## src/rtl/dff_share_arbiter_if.sv

```systemverilog
// dff_share_arbiter_if: request/write-data and grant/register bus of the shared register arbiter
interface dff_share_arbiter_if #(
  parameter int N_REQ = 4,
  parameter int WIDTH = 8
);
  localparam int OW = $clog2(N_REQ);
  logic [N_REQ-1:0]       req;
  logic [N_REQ*WIDTH-1:0] wdata;
  logic [N_REQ-1:0]       gnt;
  logic [OW-1:0]          owner;
  logic [WIDTH-1:0]       q;
  logic                   q_valid;
  logic                   busy;
  modport master (output req, wdata, input gnt, owner, q, q_valid, busy);
  modport slave (input req, wdata, output gnt, owner, q, q_valid, busy);
endinterface

```

## src/rtl/dff_share_arbiter.sv

```systemverilog
// dff_share_arbiter: round-robin arbiter granting one requester at a time write access to a shared register; define DFF_ARB_TIMEOUT_EN to force rotation after MAX_HOLD captures
module dff_share_arbiter #(
  parameter int N_REQ    = 4,
  parameter int WIDTH    = 8,
  parameter int MAX_HOLD = 4
) (
  input  logic              clk,
  input  logic              reset,
  dff_share_arbiter_if.slave bus
);
  localparam int OW = $clog2(N_REQ);
  if (N_REQ < 2 || N_REQ > 8 || MAX_HOLD < 1 || MAX_HOLD > 255) begin : g_bad_param
    $error("dff_share_arbiter: parameter out of range");
  end
  typedef enum logic {IDLE, OWN} state_t;
  state_t           state_q, state_d;
  logic [N_REQ-1:0] gnt_q, gnt_d, others;
  logic [OW-1:0]    owner_q, owner_d, ptr_q, ptr_d, win, nxt;
  logic [WIDTH-1:0] q_q, q_d;
  logic             qv_q, qv_d, rotate;
`ifdef DFF_ARB_TIMEOUT_EN
  logic [7:0]       hold_q, hold_d;
`endif
  function automatic logic [OW-1:0] pick(input logic [N_REQ-1:0] m, input logic [OW-1:0] s);
    logic found;
    pick  = s;
    found = 1'b0;
    for (int k = 0; k < N_REQ; k++) begin
      int j;
      j = (int'(s) + k) % N_REQ;
      if (!found && m[j]) begin
        pick  = OW'(j);
        found = 1'b1;
      end
    end
  endfunction
  // next-state: grant from IDLE, capture while the owner requests, otherwise hand over or go idle
  always_comb begin
    nxt     = (owner_q == OW'(N_REQ - 1)) ? '0 : owner_q + 1'b1;
    others  = bus.req & ~(N_REQ'(1) << owner_q);
`ifdef DFF_ARB_TIMEOUT_EN
    rotate  = (hold_q == 8'(MAX_HOLD)) && |others;
    hold_d  = hold_q;
`else
    rotate  = 1'b0;
`endif
    win     = (state_q == IDLE) ? pick(bus.req, ptr_q) : pick(others, nxt);
    state_d = state_q;
    gnt_d   = gnt_q;
    owner_d = owner_q;
    ptr_d   = ptr_q;
    q_d     = q_q;
    qv_d    = 1'b0;
    if (state_q == IDLE) begin
      if (|bus.req) begin
        state_d = OWN;
        gnt_d   = N_REQ'(1) << win;
        owner_d = win;
`ifdef DFF_ARB_TIMEOUT_EN
        hold_d  = '0;
`endif
      end
    end else if (bus.req[owner_q] && !rotate) begin
      q_d  = bus.wdata[int'(owner_q)*WIDTH +: WIDTH];
      qv_d = 1'b1;
`ifdef DFF_ARB_TIMEOUT_EN
      hold_d = (hold_q == 8'(MAX_HOLD)) ? hold_q : hold_q + 8'd1;
`endif
    end else begin
      ptr_d = nxt;
      if (|others) begin
        gnt_d   = N_REQ'(1) << win;
        owner_d = win;
`ifdef DFF_ARB_TIMEOUT_EN
        hold_d  = '0;
`endif
      end else begin
        state_d = IDLE;
        gnt_d   = '0;
      end
    end
  end
  // state registers, cleared immediately on reset assertion
  always_ff @(posedge clk or negedge reset) begin
    if (!reset) begin
      state_q <= IDLE;
      gnt_q   <= '0;
      owner_q <= '0;
      ptr_q   <= '0;
      q_q     <= '0;
      qv_q    <= 1'b0;
`ifdef DFF_ARB_TIMEOUT_EN
      hold_q  <= '0;
`endif
    end else begin
      state_q <= state_d;
      gnt_q   <= gnt_d;
      owner_q <= owner_d;
      ptr_q   <= ptr_d;
      q_q     <= q_d;
      qv_q    <= qv_d;
`ifdef DFF_ARB_TIMEOUT_EN
      hold_q  <= hold_d;
`endif
    end
  end
  assign bus.gnt     = gnt_q;
  assign bus.owner   = owner_q;
  assign bus.q       = q_q;
  assign bus.q_valid = qv_q;
  assign bus.busy    = (state_q == OWN);
endmodule

```

## src/flat_wrapper.sv

```systemverilog
// flat-port wrapper written by rule: the top's interface ports become plain ports
module dff_share_arbiter_flat 
#(
  parameter int N_REQ    = 4,
  parameter int WIDTH    = 8,
  parameter int MAX_HOLD = 4
)
  (clk, reset, bus_req, bus_wdata, bus_gnt, bus_owner, bus_q, bus_q_valid, bus_busy);
  dff_share_arbiter_if #(.N_REQ(N_REQ), .WIDTH(WIDTH)) bus_i ();
  input  logic clk;
  input  logic reset;
  input wire logic [$bits(bus_i.req)-1:0] bus_req;
  input wire logic [$bits(bus_i.wdata)-1:0] bus_wdata;
  output wire logic [$bits(bus_i.gnt)-1:0] bus_gnt;
  output wire logic [$bits(bus_i.owner)-1:0] bus_owner;
  output wire logic [$bits(bus_i.q)-1:0] bus_q;
  output wire logic [$bits(bus_i.q_valid)-1:0] bus_q_valid;
  output wire logic [$bits(bus_i.busy)-1:0] bus_busy;
  assign bus_i.req = bus_req;
  assign bus_i.wdata = bus_wdata;
  assign bus_gnt = bus_i.gnt;
  assign bus_owner = bus_i.owner;
  assign bus_q = bus_i.q;
  assign bus_q_valid = bus_i.q_valid;
  assign bus_busy = bus_i.busy;
  dff_share_arbiter #(.N_REQ(N_REQ), .WIDTH(WIDTH), .MAX_HOLD(MAX_HOLD)) u_core (.clk(clk), .reset(reset), .bus(bus_i));
endmodule
```

## config.mk

```make
export PLATFORM = sky130hd
export DESIGN_NAME = dff_share_arbiter_flat
export DESIGN_NICKNAME = d
export VERILOG_FILES = /design/src/rtl/dff_share_arbiter_if.sv /design/src/rtl/dff_share_arbiter.sv /design/src/flat_wrapper.sv
export SDC_FILE = /design/constraint.sdc
export NUM_CORES = 1
export LEC_CHECK = 0
export ABC_AREA = 0
export CAP_MARGIN = 15
export CELL_PAD_IN_SITES_DETAIL_PLACEMENT = 1
export CELL_PAD_IN_SITES_GLOBAL_PLACEMENT = 1
export CORE_ASPECT_RATIO = 1.75
export CORE_MARGIN = 10
export CORE_UTILIZATION = 32
export CTS_CLUSTER_SIZE = 10
export DETAILED_ROUTE_END_ITERATION = 12
export PLACE_DENSITY_LB_ADDON = 0.1
export SLEW_MARGIN = 15
export SYNTH_ARGS = -nofsm -noshare
export SYNTH_HDL_FRONTEND = slang
export SYNTH_SLANG_ARGS = --single-unit
export TNS_END_PERCENT = 5
```

## constraint.sdc

```tcl
create_clock -name clk -period 3.4 [get_ports clk]
set_input_delay 0.68 -clock clk [delete_from_list [all_inputs] [get_ports clk]]
set_output_delay 0.68 -clock clk [all_outputs]
set_load 0.02 [all_outputs]
```

==> impl_metrics.csv, run 1 <==
group,metric,value,unit
min_path,worstHoldPathType,"reg2reg",
placement,gp_congestion,0.906,
setup_path,cp_top_family,"compound AO/OA/AOI/OAI gates",
setup_path,worstSetupPathType,"reg2reg",
setup_path,critPathSlowestCell,"dfrtp_1",
setup_path,start_kind,"flop",
routing,drtAntennaViolNets,0,
setup_path,crit_top_cell,"inv_1",
grt,grt_busiest_layer,"met2",
yosys,syn-num-nets,167,
die,dieArea,7200,um2
grt,antenna_found_initial,0,
yosys,ys_warn_count,0,
grt,grt_pass1_wl,7280,um
grt,use_met2,23.6,%
grt,grt_util_met1,12.6,%
clock_network,clk_pin_slew,0.06,ns
yosys,synth.cell_area,1320,um2
yosys,synthCells,125,
setup_path,cpPeakStageDelay,0.71,ns
final_layout,final_util,49.5,%
grt,grt_max_degree,19,
yosys,syn_avg_cell_area,10.6,um2
clock_network,ctsHoldBuffers,0,
clock_network,clkSinkCount,18,
sta,setup_viol,0,
die,die_w,68.6,um
yosys,synth_top_cell_area_share,34.1,%
die,coreArea,3940,um2
routing,routedWlPerCell,20.0,um
setup_path,cp.required,3.58,ns
setup_path,critPathMaxFanout,13,
clock_network,cts_made_buffers,3,
final_layout,multi_input_area,807,um2
clock_network,htree_levels,1,
placement,portBuffers,53,
yosys,seq_area_frac_synth,34.1,%
clock_network,clkLatencyLatePin,0.26,ns
grt,met3_usage,3.53,%
sta,hold_viol,0,
sta,fin_crit,2.78,ns
sta,rsz0062_at_grt,"no",
routing,drc,0,
setup_path,crit_buf_inv,2,
grt,grt_pass1_vias,1378,
routing,firstDrtPassIters,4,
job,max-cap-violations,0,
die,io_pins,54,
sta,slew_violations,0,
die,fp-row-count,30,
outcome,status,"completed",
min_path,min_from,"u_core.bus.gnt[0]",
final_layout,final_area,1950,um2
sta,fin_hold_ws,0.503,ns
final_layout,drive_above_1_share,16.9,%
final_layout,fin_cells,226,
power,ir_drop,607,uV
yosys,synth_cell_types,36,
sta,timing.fmax,0.360,GHz
sta,fin_skew,0.00107,ns
grt,grt_use_total,13.0,%
sta,relSlewSlack,43.8,%
routing,vias,1231,
setup_path,cp-startpoint,"u_core.bus.owner[1]",
die,dieHeight,105,um
placement,dp_hpwl,3860,um
clock_network,cts_setup_buffers,0,
setup_path,r2r-start,"u_core.bus.owner[1]",
placement,place_inst,222,
setup_path,worstPathArrival,2.96,ns
final_layout,fin_nets,221,
final_layout,num-fill-cells,440,
sta,tns,0,ns
clock_network,clockBufferDepth,2,
clock_network,cts_tree,"done",
die,start_util,33.5,%
power,leakage,0.806,nW
routing,drt_iter0_markers,17,
setup_path,endpoint_kind,"flop",
clock_network,cts_resized,0,
final_layout,syn_to_final_growth,47.7,%
grt,grt_overflow,0,
yosys,yosys.area.top_type,"dfrtp_1",
routing,wl,4530,um
sta,worst_pin_slew,0.840,ns
final_layout,seqCellArea,450,um2
power,power_density,938,nW/um2
setup_path,path_cells,"inv_1 -> ha_1 -> inv_1 -> a32o_1 -> a2111oi_0 -> mux2i_1 -> and2_4 -> o21ai_1",
routing,via_per_inst,5.45,
clock_network,cts-root-buf,"clkbuf_8",
sta,post-route-period-util,81.8,%
yosys,ys_ff_latch,18,
yosys,synth.area.top_cells,"dfrtp_1 34%, mux4_2 15%, mux2_2 6.0%",
placement,place_area,1900,um2
final_layout,num_antenna_cells,0,
worst register-to-register path: stages (launching register included):
cell and delay [ns]:
dfrtp_1 0.71, inv_1 0.19, ha_1 0.46, inv_1 0.16
a32o_1 0.26, a2111oi_0 0.43, mux2i_1 0.17, and2_4 0.18
o21ai_1 0.15
area by class of cell:
type	count	area share, %
Clock buffer	4	2.82
Inverter	7	1.35
Multi-Input combinational cell	93	41.3
Sequential cell	18	23.1
Tap cell	48	3.08
Timing Repair Buffer	56	28.3
state kept, by name (all words and copies together) (netlist names):
name	flops
u_core.ptr_q	2
u_core.bus.q_valid	1
u_core.bus.q	8
u_core.bus.gnt	4
u_core.bus.busy	1
u_core.bus.owner	2
synthesized netlist by cell type:
| master | n |
|---|---|
| a2111oi_0 | 1 |
| a21o_1 | 1 |
| mux2_4 | 3 |
| mux2_1 | 2 |
| mux2_2 | 7 |
| a221oi_1 | 1 |
| nor2b_1 | 1 |
| o21ai_1 | 7 |
| mux4_2 | 9 |
| o2111ai_1 | 1 |
| mux2i_1 | 3 |
| o21a_1 | 1 |
| nor3_1 | 3 |
| a32o_1 | 1 |
| ha_1 | 4 |
| or3b_1 | 1 |
| nor2_1 | 5 |
| nor2_2 | 1 |
| a21oi_2 | 1 |
| inv_1 | 7 |
| dfrtp_1 | 18 |
| a22o_1 | 2 |
| clkbuf_1 | 3 |
| a2bb2oi_1 | 1 |
| o21ai_0 | 3 |
| a311oi_1 | 1 |
| a221o_1 | 1 |
| a221oi_2 | 1 |
| o22ai_1 | 1 |
| nand2b_1 | 8 |
| nand2_1 | 14 |
| nand3_1 | 2 |
| a21oi_1 | 5 |
| and2_4 | 1 |
| buf_2 | 3 |
| buf_6 | 1 |
where the power goes:
part	switching, mW	internal, mW
registers	0.0916	0.319
logic	0.622	0.623
clock network	0.0721	0.103
total	0.785	1.05
layer usage:
layer  routed length [um]  vias to the layer above
li1                     -                      567
met1                 1540                      595
met2                 2500                       60
met3                  381                        9
met4                  106                        0
met5                    0                        -
worst paths after layout:
path	endpoint	slack, ns	depth (start not counted)
max	u_core.bus.gnt[3]	0.62	8
min reg2reg	u_core.bus.gnt[0]	0.50	2
max in group asynchronous	u_core.bus.gnt[2]	1.98	1
max reg2reg	u_core.bus.gnt[3]	0.62	8
min	u_core.bus.gnt[0]	0.50	2
min in group asynchronous	u_core.ptr_q[0]	0.90	1
cell usage in the layout, fill, tap and decap left out, types with 2 or more instances in the layout:
| cell type | instances |
|---|---|
| dfrtp_1 | 18 |
| mux4_2 | 9 |
| inv_1 | 7 |
| a21oi_1 | 5 |
| nor2_1 | 5 |
| o21ai_0 | 3 |
| mux2i_1 | 3 |
| buf_4 | 3 |
| clkdlybuf4s50_1 | 53 |
| o21ai_1 | 7 |
| nand3_1 | 2 |
| ha_1 | 4 |
| mux2_1 | 2 |
| clkbuf_8 | 4 |
| mux2_2 | 7 |
| nand2_1 | 14 |
| a22o_1 | 2 |
| nor3_1 | 3 |
| nand2b_1 | 8 |
| mux2_4 | 3 |
cell families after synthesis:
family	synth area share, %
flip-flops	34.1
adder cells (fa/ha/maj)	3.79
multiplexers	28.7
AO/OA/AOI/OAI	15.2
buffers and inverters	4.83
AND/OR/NAND/NOR	13.4
per-stage QoR:
step           setup WS [ns]  power (mW)
6_report               0.620        1.83
5_1_grt                0.430        1.97
4_1_cts                0.617        1.86
3_5_place_dp           0.539        1.68
3_3_place_gp           0.629        1.63
2_1_floorplan          0.738        1.23
Power figures use the tool's default switching activity.
==> run 2, diff against run 1 <==
Settings changed: CORE_UTILIZATION 32 to 29.
Clock period 3.4 ns to 2.4 ns, I/O delays scaled along.
==> run 2 against run 1 <==
Effect of this change:
- sequential share of layout area down 0.85 points
- via count increased by 1.7%
- largest cell class unchanged
- utilization shrank 3.2 points
- power rose by 45%
- sequential power increased by 40%
- combinational power rose by 51%
- first-iteration DRC count increased to 3.5 times the previous value
- final area is 4.4% higher
- non-clock buffer count is 10 higher
- setup slack got worse by 0.51 ns
- clock skew rose by 0.0021 ns
- die area grew 7.8%
- highest routed layer unchanged
==> impl_metrics.csv, run 2 (synthesis gave the netlist of run 1 again) <==
group,metric,value,unit
outcome,status,"completed",
sta,relSlewSlack,65.2,%
job,max-cap-violations,0,
setup_path,cp_top_family,"buffers and inverters",
power,ir_drop,672,uV
clock_network,cts_made_buffers,3,
setup_path,start_kind,"input port",
grt,grt_max_degree,19,
die,die_w,71.0,um
final_layout,final_cell_mix,"53 x clkdlybuf4s50_1, 16 x dfrtp_1, 14 x nand2_1",
grt,grt_use_total,12.5,%
routing,wl,4660,um
final_layout,num_antenna_cells,0,
sta,hold_viol,0,
final_layout,final_common_cell,"clkdlybuf4s50_1",
sta,rsz0062_at_grt,"no",
routing,drt_iter0_markers,59,
final_layout,largest_register_ffs,8,
final_layout,final_util,46.3,%
clock_network,cts-root-buf,"clkbuf_8",
setup_path,critPathMaxFanout,5,
clock_network,clockBufferDepth,2,
clock_network,clkSinkCount,18,
die,dieHeight,109,um
clock_network,htree_levels,1,
final_layout,num-fill-cells,500,
clock_network,clkLatencyLatePin,0.25,ns
routing,routedWlPerCell,19.5,um
setup_path,rr_endpoint,"u_core.bus.gnt[3]",
setup_path,r2r_cells,8,
die,io_pins,54,
setup_path,r2r-start,"u_core.bus.owner[0]",
setup_path,cp.required,2.53,ns
placement,portBuffers,53,
sta,fin_skew,0.00314,ns
setup_path,crit_buf_inv,2,
routing,via_per_inst,5.24,
power,leakage,0.850,nW
sta,timing.fmax,0.436,GHz
final_layout,syn_to_final_growth,54.3,%
min_path,worstHoldPathType,"reg2reg",
die,start_util,30.0,%
clock_network,ctsHoldBuffers,0,
setup_path,path_cells,"clkdlybuf4s50_1 -> mux2_4 -> mux2i_1 -> buf_4 -> a221oi_2 -> a311oi_1 -> nand2b_1 -> o21ai_1",
min_path,min_delay_worst_endpoint,"u_core.bus.gnt[2]",
placement,place_ws,-0.119,ns
grt,antenna_found_initial,0,
power,power_density,1310,nW/um2
clock_network,cts_setup_buffers,0,
final_layout,fin_nets,231,
clock_network,clk_pin_slew,0.07,ns
routing,vias,1252,
sta,slew_violations,0,
clock_network,cts_resized,0,
final_layout,seqCellArea,453,um2
setup_path,worstSetupPathType,"in2reg",
setup_path,worstPathArrival,2.42,ns
sta,post-route-period-util,95.5,%
setup_path,cpPeakStageDelay,0.49,ns
min_path,min_from,"u_core.bus.gnt[2]",
clock_network,cts_tree,"done",
final_layout,drive_above_1_share,22.3,%
placement,dp_hpwl,3980,um
min_path,holdPathStages,2,
sta,fin_crit,2.29,ns
grt,grt_overflow,0,
sta,worst_pin_slew,0.516,ns
sta,finalWorstSetupSlack,0.107,ns
setup_path,r2r_slack,0.12,ns
final_layout,fin_cells,239,
routing,firstDrtPassIters,4,
placement,place_inst,235,
die,dieArea,7760,um2
grt,grt_pass1_wl,7770,um
placement,gp_congestion,0.862,
final_layout,multi_input_area,810,um2
sta,setup_viol,0,
setup_path,critPathSlowestCell,"clkdlybuf4s50_1",
setup_path,endpoint_kind,"flop",
die,coreArea,4400,um2
routing,drc,0,
routing,drtAntennaViolNets,0,
grt,grt_pass1_vias,1490,
die,fp-row-count,32,
[run 2: changes by cell type in the layout (fill, tap and decap cells not counted)]
cell      before  now
buf_12         0    1
ha_2           0    1
ha_1           4    3
clkbuf_1       0    1
buf_4          3   12
dfrtp_1       18   16
dfrtp_2        0    2
clkbuf_8       4    3
[run 2: routing by layer]
| metal | track usage [%] | vias to the layer above | part of all wire [%] |
|---|---|---|---|
| met5 | 0 | - | 0 |
| met4 | 4.58 | 0 | 1.3 |
| met3 | 2.44 | 4 | 4.3 |
| met2 | 24.2 | 40 | 56 |
| met1 | 12.7 | 620 | 39 |
| li1 | - | 588 | - |
[run 2: layout make-up]
cell class | count | share of cell area [%]
clock buffers | 4 | 2.21
inverters | 7 | 1.29
multi-input cells | 93 | 39.7
flip-flops and latches | 18 | 22.2
well taps | 51 | 3.13
repair buffers | 66 | 31.4
[run 2: metrics by stage]
stage / setup TNS [ns] / area (um2) / total power [mW] / hold WS, ns
4_1_cts: 0 / 2030 / 2.69 / 0.493
2_1_floorplan: 0 / 1330 / 1.76 / 0.184
3_3_place_gp: -0.0149 / 1990 / 2.41 / 0.479
6_report: 0 / 2040 / 2.66 / 0.487
5_1_grt: 0 / 2040 / 2.88 / 0.509
3_5_place_dp: -0.563 / 1990 / 2.47 / 0.477
[run 2: worst max-delay path by stage]
stage	start	endpoint	slack (ns)	cells past startpoint
after floorplan	u_core.bus.owner[0]	u_core.bus.owner[1]	0.0009	10
after global placement	bus_req[1]	u_core.bus.gnt[3]	-0.008	7
after detailed placement	bus_req[1]	u_core.bus.owner[1]	-0.12	8
after CTS	u_core.bus.owner[1]	u_core.bus.gnt[1]	0.05	8
after global routing	bus_req[1]	u_core.bus.owner[1]	0.02	8
final	bus_req[1]	u_core.bus.owner[1]	0.11	8
[run 2: power by group]
part	switching, mW	internal [mW]
logic	0.911	0.960
registers	0.119	0.457
clock network	0.0985	0.118
[run 2: worst reg2reg max path, cell delays in order, from the launching register on]
cell       delay [ns]
dfrtp_2          0.46
inv_1            0.10
ha_2             0.40
inv_1            0.12
a32o_1           0.25
a2111oi_0        0.40
mux2i_1          0.16
and2_4           0.17
o21ai_1          0.14
==> run 3, diff against run 2 <==
Settings changed: CAP_MARGIN 15 to 10, GPL_TIMING_DRIVEN set to 0, PLACE_DENSITY set to 0.79, PLACE_DENSITY_LB_ADDON 0.1 to not set.
==> run 3 against run 2 <==
Effect of this change:
- setup slack worse by 0.090 ns
- via count rose by 6.3%
- hold slack got worse by 0.0010 ns
- utilization is 3.4 points higher
- count of clock-buffer cells in the layout unchanged
- cell count up 3.3%
- sequential power is 5.6% lower
- clock power is 14% higher
- clock skew is 0.0010 ns higher
- maximum frequency decreased by 3.8%
- largest power group unchanged
==> impl_metrics.csv, run 3 (synthesis gave the netlist of run 1 again) <==
group,metric,value,unit
die,dieArea,7760,um2
setup_path,critPathMaxFanout,7,
sta,worst_pin_slew,0.803,ns
die,coreArea,4400,um2
power,ir_drop,569,uV
routing,drc,0,
sta,relSlewSlack,46.3,%
placement,dp_hpwl,3970,um
power,switching_share,41.5,%
power,pwr-share-clk,8.1,%
grt,grt_max_degree,19,
routing,firstDrtPassIters,4,
setup_path,rr_endpoint,"u_core.bus.gnt[3]",
clock_network,cts_made_buffers,3,
power,power_frac_seq,17.7,%
die,dieHeight,109,um
sta,post-route-period-util,99.3,%
clock_network,clkLatencyLatePin,0.25,ns
sta,finalWorstSetupSlack,0.0171,ns
routing,wl,5140,um
grt,grt_overflow,0,
final_layout,syn_to_final_growth,65.4,%
sta,rsz0062_at_grt,"yes",
final_layout,fin_nets,239,
grt,antenna_found_initial,0,
sta,timing.fmax,0.420,GHz
placement,gp_congestion,0.801,
final_layout,num-fill-cells,491,
final_layout,final_common_cell,"clkdlybuf4s50_1",
die,fp-row-count,32,
setup_path,endpoint_kind,"flop",
grt,grt_use_total,12.5,%
final_layout,final_cell_mix,"50 x clkdlybuf4s50_1, 16 x dfrtp_1, 15 x buf_4",
grt,grt_pass1_wl,7760,um
sta,slew_violations,0,
final_layout,num_antenna_cells,0,
min_path,worstHoldPathType,"reg2reg",
routing,drtAntennaViolNets,0,
sta,fin_skew,0.00418,ns
final_layout,final_area,2190,um2
setup_path,r2r_slack,0.02,ns
final_layout,drive_above_1_share,30.6,%
routing,via_per_inst,5.39,
outcome,status,"completed",
setup_path,worstSetupPathType,"reg2reg",
placement,portBuffers,51,
clock_network,clk_pin_slew,0.07,ns
setup_path,cp-startpoint,"u_core.bus.owner[0]",
sta,fin_crit,2.38,ns
power,internal_power,1.80,mW
setup_path,start_kind,"flop",
clock_network,cts_tree,"done",
sta,setup_viol,0,
routing,routedWlPerCell,20.8,um
power,leakage,0.918,nW
job,max-cap-violations,0,
die,die_w,71.0,um
grt,grt_pass1_vias,1468,
sta,tns,0,ns
die,start_util,30.0,%
routing,vias,1331,
sta,hold_viol,0,
final_layout,largest_register_ffs,8,
routing,drt_iter0_markers,56,
sta,fin_hold_ws,0.486,ns
setup_path,r2r_cells,8,
placement,place_area,1900,um2
setup_path,worstPathArrival,2.52,ns
die,io_pins,54,
clock_network,htree_levels,1,
power,power,3.07,mW
power,power_density,1400,nW/um2
setup_path,setup.worst_path.end,"u_core.bus.gnt[3]",
setup_path,r2r-start,"u_core.bus.owner[0]",
setup_path,cp.required,2.53,ns
clock_network,clkSinkCount,18,
placement,place_ws,-0.372,ns
clock_network,clockBufferDepth,2,
power,comb_power_share,74.2,%
power,power.switching,1.27,mW
clock_network,cts-root-buf,"clkbuf_8",
-- run 3: changes by cell type in the layout (fill, tap and decap cells not counted), sizes merged --
cell           change
buf                +8
clkdlybuf4s50      -3
clkbuf             +2
dlymetal6s2s       +1
-- run 3: worst min path at each step --
stage,start,endpoint,cells past startpoint
CTS,u_core.bus.gnt[2],u_core.bus.gnt[2],2
finish,u_core.bus.gnt[2],u_core.bus.gnt[2],2
floorplan,reset,u_core.bus.busy,0
global placement,u_core.bus.gnt[1],u_core.bus.gnt[1],2
detailed placement,u_core.bus.gnt[0],u_core.bus.gnt[0],2
global route,u_core.bus.q[3],u_core.bus.q[3],1
-- run 3: what timing repair did --
action / CTS / global route
endpoints found under the setup margin: 6 / 6
hold buffers: 0 / 0
gates cloned: 0 / 0
setup buffers: 1 / 15
pin swaps: 1 / 4
resized for setup: 12 / 11
-- run 3: metal layers --
| layer | share of wire [%] | track usage (%) |
|---|---|---|
| met5 | 0 | 0 |
| met1 | 37 | 12.5 |
| met4 | 3.6 | 6.39 |
| met3 | 7.7 | 3.88 |
| met2 | 52 | 22.7 |
-- run 3: worst max-delay path, cell delays in order (launching register included) --
cell and delay (ns):
dfrtp_2 0.44, buf_6 0.17, ha_4 0.20, nor2_4 0.16, mux2_4 0.33, a221o_1 0.36
a311oi_2 0.34, nand2b_4 0.20, o21ai_1 0.07
-- run 3: power by group through the flow --
stage / Clock, mW / Sequential (mW) / Combinational (mW)
floorplan: 0 / 0.697 / 1.06
global placement: 0 / 0.553 / 1.76
detailed placement: 0 / 0.566 / 1.82
CTS: 0.250 / 0.534 / 2.02
global route: 0.268 / 0.566 / 2.45
finish: 0.247 / 0.544 / 2.28
-- run 3: area by class of cell --
class	count	area (um2)	area share [%]
inverter	7	26.3	1.20
clock buffer	4	55.1	2.52
timing repair buffer	67	637	29.1
tap	51	63.8	2.92
buffer	7	67.6	3.09
multi-input combinational	93	883	40.4
sequential	18	453	20.7
-- run 3: stage by stage --
| stage | util [%] | instances |
|---|---|---|
| after global routing | 49.6 | 247 |
| after CTS | 46.0 | 232 |
| after global placement | 43.2 | 227 |
| after detailed placement | 43.2 | 227 |
| after floorplan | - | 125 |
| final | 49.6 | 247 |
